**config.mk**
```make
export PLATFORM = sky130hd
export DESIGN_NAME = clic_irq_arbiter
export DESIGN_NICKNAME = d
export VERILOG_FILES = /design/src/rtl/clic_arb_pkg.sv /design/src/rtl/clic_max_tree.sv /design/src/rtl/clic_irq_arbiter.sv
export SDC_FILE = /design/constraint.sdc
export NUM_CORES = 1
export LEC_CHECK = 0
export ABC_AREA = 1
export BUFFER_PORTS_ARGS = -buffer_cell sky130_fd_sc_hd__buf_4
export CAP_MARGIN = 20
export CORE_MARGIN = 2
export CORE_UTILIZATION = 27
export DETAILED_ROUTE_END_ITERATION = 8
export HOLD_SLACK_MARGIN = 0.02
export PLACE_DENSITY = 0.49
export SYNTH_ARGS = -nofsm -noshare
export SYNTH_HDL_FRONTEND = slang
export SYNTH_SLANG_ARGS = --single-unit
```
**constraint.sdc**
```tcl
create_clock -name clk_i -period 2.4 [get_ports clk_i]
set_input_delay 0.36 -clock clk_i [delete_from_list [all_inputs] [get_ports clk_i]]
set_output_delay 0.36 -clock clk_i [all_outputs]
set_load 0.02 [all_outputs]
```
**src/rtl/clic_arb_pkg.sv**
```systemverilog
// Shared types and helpers for the CLIC interrupt arbiter: FSM states, key sizing, candidate record.
// Pure definitions; no latency, no backpressure.
package clic_arb_pkg;

    typedef enum logic [1:0] {
        IDLE    = 2'd0,
        PRESENT = 2'd1,
        KILL    = 2'd2,
        ACK     = 2'd3
    } arb_state_e;

    // Candidate fields are sized for the largest supported build; the top uses the low bits.
    localparam int CAND_ID_W  = 10;
    localparam int CAND_KEY_W = 24;

    typedef struct packed {
        logic                  valid;
        logic [CAND_ID_W-1:0]  id;
        logic [CAND_KEY_W-1:0] key;
        logic                  shv;
    } cand_t;

    function automatic int key_width(input bit virt_en, input int vsprio_w);
        return virt_en ? (vsprio_w + 8) : 8;
    endfunction

    // Unimplemented low intctl bits read as ones.
    function automatic logic [7:0] mask_intctl(input logic [7:0] intctl, input int bits);
        logic [7:0] fill;
        fill = 8'hFF >> bits;
        return intctl | fill;
    endfunction

endpackage

```
**src/rtl/clic_max_tree.sv**
```systemverilog
// Combinational max-with-index tree over N keyed inputs; equal keys resolve to the higher index.
// Zero latency, no backpressure.
module clic_max_tree #(
    parameter int N  = 32,
    parameter int KW = 8
) (
    input  logic [N-1:0]         vld_i,
    input  logic [N*KW-1:0]      key_i,
    output logic                 vld_o,
    output logic [$clog2(N)-1:0] idx_o,
    output logic [KW-1:0]        key_o
);
    localparam int IW    = $clog2(N);
    localparam int NODES = 2 * N - 1;

    logic          nvld [NODES];
    logic [KW-1:0] nkey [NODES];
    logic [IW-1:0] nidx [NODES];

    // Heap layout: leaves N-1.. hold sources in ascending order, node i has children 2i+1 / 2i+2.
    always_comb begin
        for (int k = 0; k < N; k++) begin
            nvld[N-1+k] = vld_i[k];
            nkey[N-1+k] = key_i[k*KW +: KW];
            nidx[N-1+k] = IW'(k);
        end
        for (int i = N - 2; i >= 0; i--) begin
            if (nvld[2*i+2] && (!nvld[2*i+1] || (nkey[2*i+2] >= nkey[2*i+1]))) begin
                nkey[i] = nkey[2*i+2];
                nidx[i] = nidx[2*i+2];
            end else begin
                nkey[i] = nkey[2*i+1];
                nidx[i] = nidx[2*i+1];
            end
            nvld[i] = nvld[2*i+1] | nvld[2*i+2];
        end
    end

    assign vld_o = nvld[0];
    assign idx_o = nidx[0];
    assign key_o = nkey[0];

endmodule

```
**src/rtl/clic_irq_arbiter.sv**
```systemverilog
// Picks the strongest pending+enabled CLIC source and presents it to the hart with valid/ready, retracting on preemption.
// ip_i -> irq_valid_o is 2 cycles; output fields hold while unaccepted; virtualization under CLIC_ARB_VIRT_EN.
module clic_irq_arbiter
    import clic_arb_pkg::*;
#(
    parameter int N_SOURCE    = 32,
    parameter int INTCTLBITS  = 8,
    parameter int VsidWidth   = 6,
    parameter int VsprioWidth = 8,
    parameter int MAX_VSCTXTS = 64
) (
    input  logic                          clk_i,
    input  logic                          rst_ni,
    input  logic [N_SOURCE-1:0]           ip_i,
    input  logic [N_SOURCE-1:0]           ie_i,
    input  logic [N_SOURCE-1:0]           le_i,
    input  logic [N_SOURCE-1:0]           shv_i,
    input  logic [8*N_SOURCE-1:0]         intctl_i,
    input  logic [7:0]                    thresh_i,
`ifdef CLIC_ARB_VIRT_EN
    input  logic [N_SOURCE-1:0]           intv_i,
    input  logic [VsidWidth*N_SOURCE-1:0] vsid_i,
    input  logic [VsprioWidth*MAX_VSCTXTS-1:0] vsprio_i,
    output logic                          irq_v_o,
    output logic [VsidWidth-1:0]          irq_vsid_o,
`endif
    output logic                          irq_valid_o,
    input  logic                          irq_ready_i,
    output logic [$clog2(N_SOURCE)-1:0]   irq_id_o,
    output logic [7:0]                    irq_level_o,
    output logic                          irq_shv_o,
    output logic                          irq_kill_req_o,
    input  logic                          irq_kill_ack_i,
    output logic [N_SOURCE-1:0]           edge_clr_o
);
`ifdef CLIC_ARB_VIRT_EN
    localparam bit VIRT = 1'b1;
`else
    localparam bit VIRT = 1'b0;
`endif
    localparam int IW = $clog2(N_SOURCE);
    localparam int KW = key_width(VIRT, VsprioWidth);

    if (N_SOURCE < 4 || (1 << IW) != N_SOURCE || IW > CAND_ID_W || KW > CAND_KEY_W ||
        INTCTLBITS > 8 || VsidWidth < 1 || MAX_VSCTXTS < 1) begin : g_bad_cfg
        $error("clic_irq_arbiter: unsupported parameter set");
    end

    logic [7:0]           lvl  [N_SOURCE];
    logic [N_SOURCE-1:0]  elig;
    logic [N_SOURCE*KW-1:0] keys;

`ifdef CLIC_ARB_VIRT_EN
    logic [VsprioWidth-1:0] vprio [N_SOURCE];
    logic [VsidWidth-1:0]   src_vsid;

    always_comb begin
        for (int k = 0; k < N_SOURCE; k++) begin
            src_vsid = vsid_i[k*VsidWidth +: VsidWidth];
            vprio[k] = '1;
            if (intv_i[k] && (int'(src_vsid) < MAX_VSCTXTS)) begin
                vprio[k] = vsprio_i[int'(src_vsid)*VsprioWidth +: VsprioWidth];
            end
        end
    end
`endif

    // Threshold applies to the masked intctl only; the VS priority only orders winners.
    always_comb begin
        for (int k = 0; k < N_SOURCE; k++) begin
            lvl[k]  = mask_intctl(intctl_i[k*8 +: 8], INTCTLBITS);
            elig[k] = ip_i[k] & ie_i[k] & (lvl[k] > thresh_i);
`ifdef CLIC_ARB_VIRT_EN
            keys[k*KW +: KW] = {vprio[k], lvl[k]};
`else
            keys[k*KW +: KW] = lvl[k];
`endif
        end
    end

    logic          tree_vld;
    logic [IW-1:0] tree_idx;
    logic [KW-1:0] tree_key;

    clic_max_tree #(.N(N_SOURCE), .KW(KW)) u_tree (
        .vld_i (elig),
        .key_i (keys),
        .vld_o (tree_vld),
        .idx_o (tree_idx),
        .key_o (tree_key)
    );

    cand_t cand_d, cand_q;

    always_comb begin
        cand_d       = '0;
        cand_d.valid = tree_vld;
        cand_d.id    = CAND_ID_W'(tree_idx);
        cand_d.key   = CAND_KEY_W'(tree_key);
        cand_d.shv   = shv_i[tree_idx];
    end

    arb_state_e    state_d, state_q;
    logic          load;
    logic          kill_cond;
    logic [IW-1:0] pres_id_q;
    logic [KW-1:0] pres_key_q;
    logic          pres_shv_q;
    logic [IW-1:0] cand_id;
    logic [KW-1:0] cand_key;

    assign cand_id   = cand_q.id[IW-1:0];
    assign cand_key  = cand_q.key[KW-1:0];
    assign kill_cond = (cand_q.valid && (cand_key > pres_key_q)) || !elig[pres_id_q];

    always_comb begin
        state_d = state_q;
        load    = 1'b0;
        case (state_q)
            IDLE: begin
                if (cand_q.valid) begin
                    state_d = PRESENT;
                    load    = 1'b1;
                end
            end
            PRESENT: begin
                if (irq_ready_i) begin
                    state_d = ACK;
                end else if (kill_cond) begin
                    state_d = KILL;
                end
            end
            KILL:    if (irq_kill_ack_i) state_d = IDLE;
            ACK:     state_d = IDLE;
            default: state_d = IDLE;
        endcase
    end

    always_ff @(posedge clk_i or negedge rst_ni) begin
        if (!rst_ni) begin
            state_q    <= IDLE;
            cand_q     <= '0;
            pres_id_q  <= '0;
            pres_key_q <= '0;
            pres_shv_q <= 1'b0;
        end else begin
            state_q <= state_d;
            cand_q  <= cand_d;
            if (load) begin
                pres_id_q  <= cand_id;
                pres_key_q <= cand_key;
                pres_shv_q <= cand_q.shv;
            end
        end
    end

`ifdef CLIC_ARB_VIRT_EN
    logic                 pres_v_q;
    logic [VsidWidth-1:0] pres_vsid_q;

    always_ff @(posedge clk_i or negedge rst_ni) begin
        if (!rst_ni) begin
            pres_v_q    <= 1'b0;
            pres_vsid_q <= '0;
        end else if (load) begin
            pres_v_q    <= intv_i[cand_id];
            pres_vsid_q <= vsid_i[int'(cand_id)*VsidWidth +: VsidWidth];
        end
    end

    assign irq_v_o    = pres_v_q;
    assign irq_vsid_o = pres_vsid_q;
`endif

    logic unused_cand_bits;
    assign unused_cand_bits = ^{cand_q.id[CAND_ID_W-1:IW], cand_q.key[CAND_KEY_W-1:KW]};

    assign irq_valid_o    = (state_q == PRESENT);
    assign irq_kill_req_o = (state_q == KILL);
    assign irq_id_o       = pres_id_q;
    assign irq_level_o    = pres_key_q[7:0];
    assign irq_shv_o      = pres_shv_q;
    // Decoded from the state register so a reset during ACK suppresses the pulse at once.
    assign edge_clr_o     = ((state_q == ACK) && le_i[pres_id_q]) ?
                            ({{(N_SOURCE-1){1'b0}}, 1'b1} << pres_id_q) : '0;

endmodule
```
# Yosys cells after proc, flatten, opt, wreduce, memory -nomap -nowiden
# Cells that the tools add are included.
# totals
latch_bits	0
ram_bits	0
in_bits	396
mem_count	0
word_cells	351
register_bits	31
mem_bits_ro	0
# op_classes
reduce_logical	99
n_mul	0
bitwise	95
n_shift	1
n_addsub	0
n_eq_ne	6
div_mod_pow	0
n_lt_le_gt_ge	66
mux	76
# ops
cell	count
8-bit > comparator	33
8-bit >= comparator	31
8-bit two-way mux	31
1-bit bitwise AND	64
1-bit logical AND	33
1-bit logical NOT	32
1-bit logical OR	32
32-bit two-way mux	1
1-bit by 5-bit left shift with 32-bit output (first input constant)	1
1-bit bitwise OR	31
2-bit two-way mux	12
1-bit two-way mux	21
1-bit binary-select mux with 5-bit select	3
5-bit by 6-bit less-than comparator with 1-bit output (second input constant)	2
3-bit two-way mux	4
4-bit two-way mux	2
2-bit case mux with 4 select lines	1
5-bit two-way mux	1
2-bit == test (second input constant)	2
3-bit by 1-bit inequality test with 1-bit output (second input constant)	1
3-bit AND reduction	1
2-bit by 1-bit == test with 1-bit output (second input constant)	1
2-bit logical NOT	1
2-bit by 1-bit inequality test with 1-bit output (second input constant)	1
2-bit inequality test (second input constant)	1

# Logic depth before layout (Yosys ltp)
# depth
depth_word	24
depth_mapped	73

# Hierarchy
# A second synthesis with hierarchy kept.
# hier_totals
hier_cells	2925
area_unflattened_um2	17982.2
# by_module_without_submodules
mod	n_inst	area_each_um2	seq_area_each_um2	cells_each
clic_max_tree	1	9307.7	0.0	1602
clic_irq_arbiter	1	8674.6	775.7	1323

# Worst setup path after synthesis
# OpenSTA, ideal clock, no wires.
# synth_timing
path_kind	in2reg
start	input thresh_i[3]
end	register cand_q[0] in the netlist's numbering
arrival_ps	7999
stages	63
setup_ps	116
path_slack_ps	-5716
path_buffers	6
t_required_ps	2284
path_cell_list	inv_1 -> ha_1 -> nand2_1 -> nor2_1 -> a31oi_1 -> nand2_2 -> o21bai_2 -> buf_4 -> nand2_1 -> o21ai_0 -> ha_1 -> a21oi_1 -> o21ai_0 -> nor2_1 -> nand2_1 -> nor2_1 -> nand2_1 -> nand2_1 -> (+27 left out) -> ha_1 -> inv_1 -> nor2_1 -> nor2_1 -> o21ai_0 -> nand2_1 -> o2111ai_1 -> o22ai_2 -> buf_6 -> nand3_1 -> nand2_2 -> nand2_1 -> nand3_1 -> nand3_1 -> nand3_1 -> nand2_1 -> nand2_1 -> nand2_1
# synth_rtl
element	line_no	source
start: declaration	clic_irq_arbiter.sv:19	input logic [7:0] thresh_i,
end signal: assignment	clic_irq_arbiter.sv:148	cand_q <= cand_d;
end: declaration	clic_irq_arbiter.sv:93	cand_t cand_d, cand_q;

==> results.md <==
* Status: finished, violations left
* Violated checks: setup timing
* Half-perimeter wire length after placement at 70400 um
* Worst Setup End Kind: register
* Vias at 23300
* Netlist Area Pre-Place at 18000 um^2
* Worst-path clk slew at 50 ps
* Setup_tns at -96120 ps
* Initial Util at 27.3%
* TritonCTS clock tree: done
* Wire per inst at 16.5 um
* Most frequent CP cell: buf_4
* Clock Latency Late Sink at 280 ps
* Largest net degree at the start of global routing at 32
* DRC viols at 0
* Synth area leader: ha_1
* Hold Vio Cnt, Final at 0
* Area Overhead vs Synth at 76.9%
* Min-delay worst type: in -> async
* Async S/R FF share, synth at 100%
* CP peak stage delay at 270 ps
* Max Fclk at 125 MHz
* PD cells at 556 nW/um^2
* Kind of critical path: in -> reg
* Routability Congestion at 0.884
* Inst Count DP at 4897
* Final core utilization at 48.3%
* Nets at 5089
* Final Cycle Share at 334%
* Total Wirelength at 83500 um
* Clk buf depth at 2
* Root Buffer: clkbuf_16
* Final setup viols at 49
* Leakage power at 17.2 nW
* Distinct cells, synth at 47
* Pins over their slew limit at 0
* Synth Flop Type: dfrtp_1
* Vias in the first global route at 22200
* Non-Filler Instances at 5048
* H-tree Lvls at 2
* Avg Cell Area, Syn at 6.11 um^2
* Worst EP required at 2570 ps
* Max_slew headroom at 65.5%
* Worst endpoint data arrival time at 8190 ps
* Total congestion overflow at 0
* Port Buffer Count at 443
* Share of post-route cells with drive strength above 1 at 41.5%
* Critical path launch point type: input port
* Syn Inst Count at 2944
* Antenna violations before repair at 3
* CP max FO at 7
* Number of synthesized flops with an enable pin at 0
* Vias per cell at 4.61
* Worst Tran Pin Value at 504 ps
* Die height at 262 um
* Core Footprint at 65900 um^2
* First-pass GRT wire length at 122000 um
* Setup ws final at -5620 ps
* CTS Sinks at 31
* Fill cells at 6774
* Top-count cell post-synth: nand2_1
* Post-route minimum period at 8020 ps
* Syn. warnings at 0
* Antenna-violating nets left at 0
* Max-cap violations at 0
* All-layer global routing usage at 22.9%
* #FFs+latches synth at 31
* Synth cell count leaders: 888 x nand2_1, 512 x ha_1, 367 x inv_1
* Die area at 68700 um^2
* Pre-CTS setup slack at -6460 ps
* Top-area cell type share of the netlist area at 35.6%
* Die Width at 262 um
* Slowest cell on crit path: ha_4
* Synth area leaders: ha_1 36%, nand2_1 19%, inv_1 7.7%, a21oi_1 6.1%, o21ai_0 5.6%
* Clock Skews at 5.33 ps
* Rows at 94
* Clock buffer count from CTS at 5
* Peak supply drop at 729 uV
* I/O pin cnt at 444
* First-iteration detailed-routing DRC count at 1008
* Net count after synthesis at 3852
* Drt first pass iters at 5
* Unrepaired setup endpoints after global routing: yes
* Sequential cell area fraction in the yosys report at 4.31%
* Total power at 0.0177 W
-- metal layers --
layer	vias to the layer above	GRT usage, %	routed length [um]
met1	10300	30.7	38600
met5	-	0	0
met4	0	4.13	1450
met2	471	39.4	39500
li1	12400	-	-
met3	68	3.01	4020
-- cells by family (layout without fill, tap and decap cells) --
group | Yosys count | in the layout | share of synthesized area, %
mux | 1 | 1 | 0.0626
flops | 31 | 31 | 4.31
other cells | 0 | 2 | 0
simple gates | 1325 | 1331 | 30.8
fa+ha+maj | 512 | 512 | 35.6
buf+inv | 435 | 1667 | 9.52
compound gates | 640 | 640 | 19.7
-- power by group --
part	switching (W)	leakage, nW	internal, W
clock	0.000236	0.0869	0.000516
sequential	0.000227	0.361	0.000802
combinational	0.00836	16.8	0.00755
-- area by class of cell --
type / count / area (um^2) / share of cell area, %
Sequential cell: 31 / 778 / 2.45
Clock inverter: 2 / 35.0 / 0.110
Tap cell: 864 / 1080 / 3.40
Timing Repair Buffer: 1270 / 10500 / 33.2
Inverter: 385 / 1510 / 4.73
Antenna cell: 2 / 5.00 / 0.0157
Clock buffer: 6 / 139 / 0.437
Multi-Input combinational cell: 2484 / 17700 / 55.6
Timing Repair inverter: 4 / 47.5 / 0.149
-- flip-flops by register name, summed over array words and instances (netlist names) --
| name | flops |
|---|---|
| irq_id_o | 5 |
| cand_q | 2 |
| irq_level_o | 8 |
| state_q | 2 |
| irq_shv_o | 1 |
| cand_id | 5 |
| cand_key | 8 |
-- critical path: cells and delay by family --
family | cells | cell delay, ps
AO/OA/AOI/OAI | 2 | 360
adder cells (fa/ha/maj) | 2 | 500
buffers and inverters | 40 | 4880
AND/OR/NAND/NOR | 27 | 2070
-- layout by cell type, fill, tap and decap left out, drive strengths merged, types with 2 or more instances in the layout --
cell	Yosys	final
nand4	32	32
a21o	15	15
nor3	13	13
nand3b	7	7
a21oi	219	219
o21bai	17	17
o31ai	2	2
nor2	250	251
buf	33	1267
clkbuf	17	9
clkinvlp	0	10
o2111ai	7	7
dfrtp	31	31
o21ai	314	314
a22oi	12	12
a221oi	5	5
diode	0	2
clkinv	3	6
nand3	92	92
nand2	929	934
ha	512	512
inv	382	374
o21a	32	32
a31oi	10	10
-- path summary, 6_finish.rpt --
check / cells past startpoint / endpoint / slack (ps) / start
setup / recovery: 71 / cand_q[0]$_DFF_PN0_ / -5620 / thresh_i[1]
hold / removal: 1 / irq_level_o[6]$_DFFE_PN0P_ / 10 / rst_ni
setup reg to reg: 15 / state_q[1]$_DFFE_PN0P_ / -280 / irq_id_o[0]$_DFFE_PN0P_
hold reg to reg: 1 / irq_shv_o$_DFFE_PN0P_ / 480 / cand_q[0]$_DFF_PN0_
max in group asynchronous: 1 / irq_id_o[1]$_DFFE_PN0P_ / 2050 / rst_ni
min in group clk_i: 4 / state_q[1]$_DFFE_PN0P_ / 400 / irq_kill_ack_i
-- repair_timing --
item,in CTS,in global routing
endpoints found under the setup margin,49,49
setup buffers,87,46
hold buffers,0,0
gates resized for setup,356,291
cloned,8,8
pin swaps,76,131
-- stage by stage --
stage	cell area (um^2)	hold slack, ps
after floorplan	18100	64.4
after detailed placement	27900	326
after CTS	30200	25.2
after global routing	31800	44.2
final	31800	14.8
after global placement	27900	331
(Power assumes the default switching activity.)
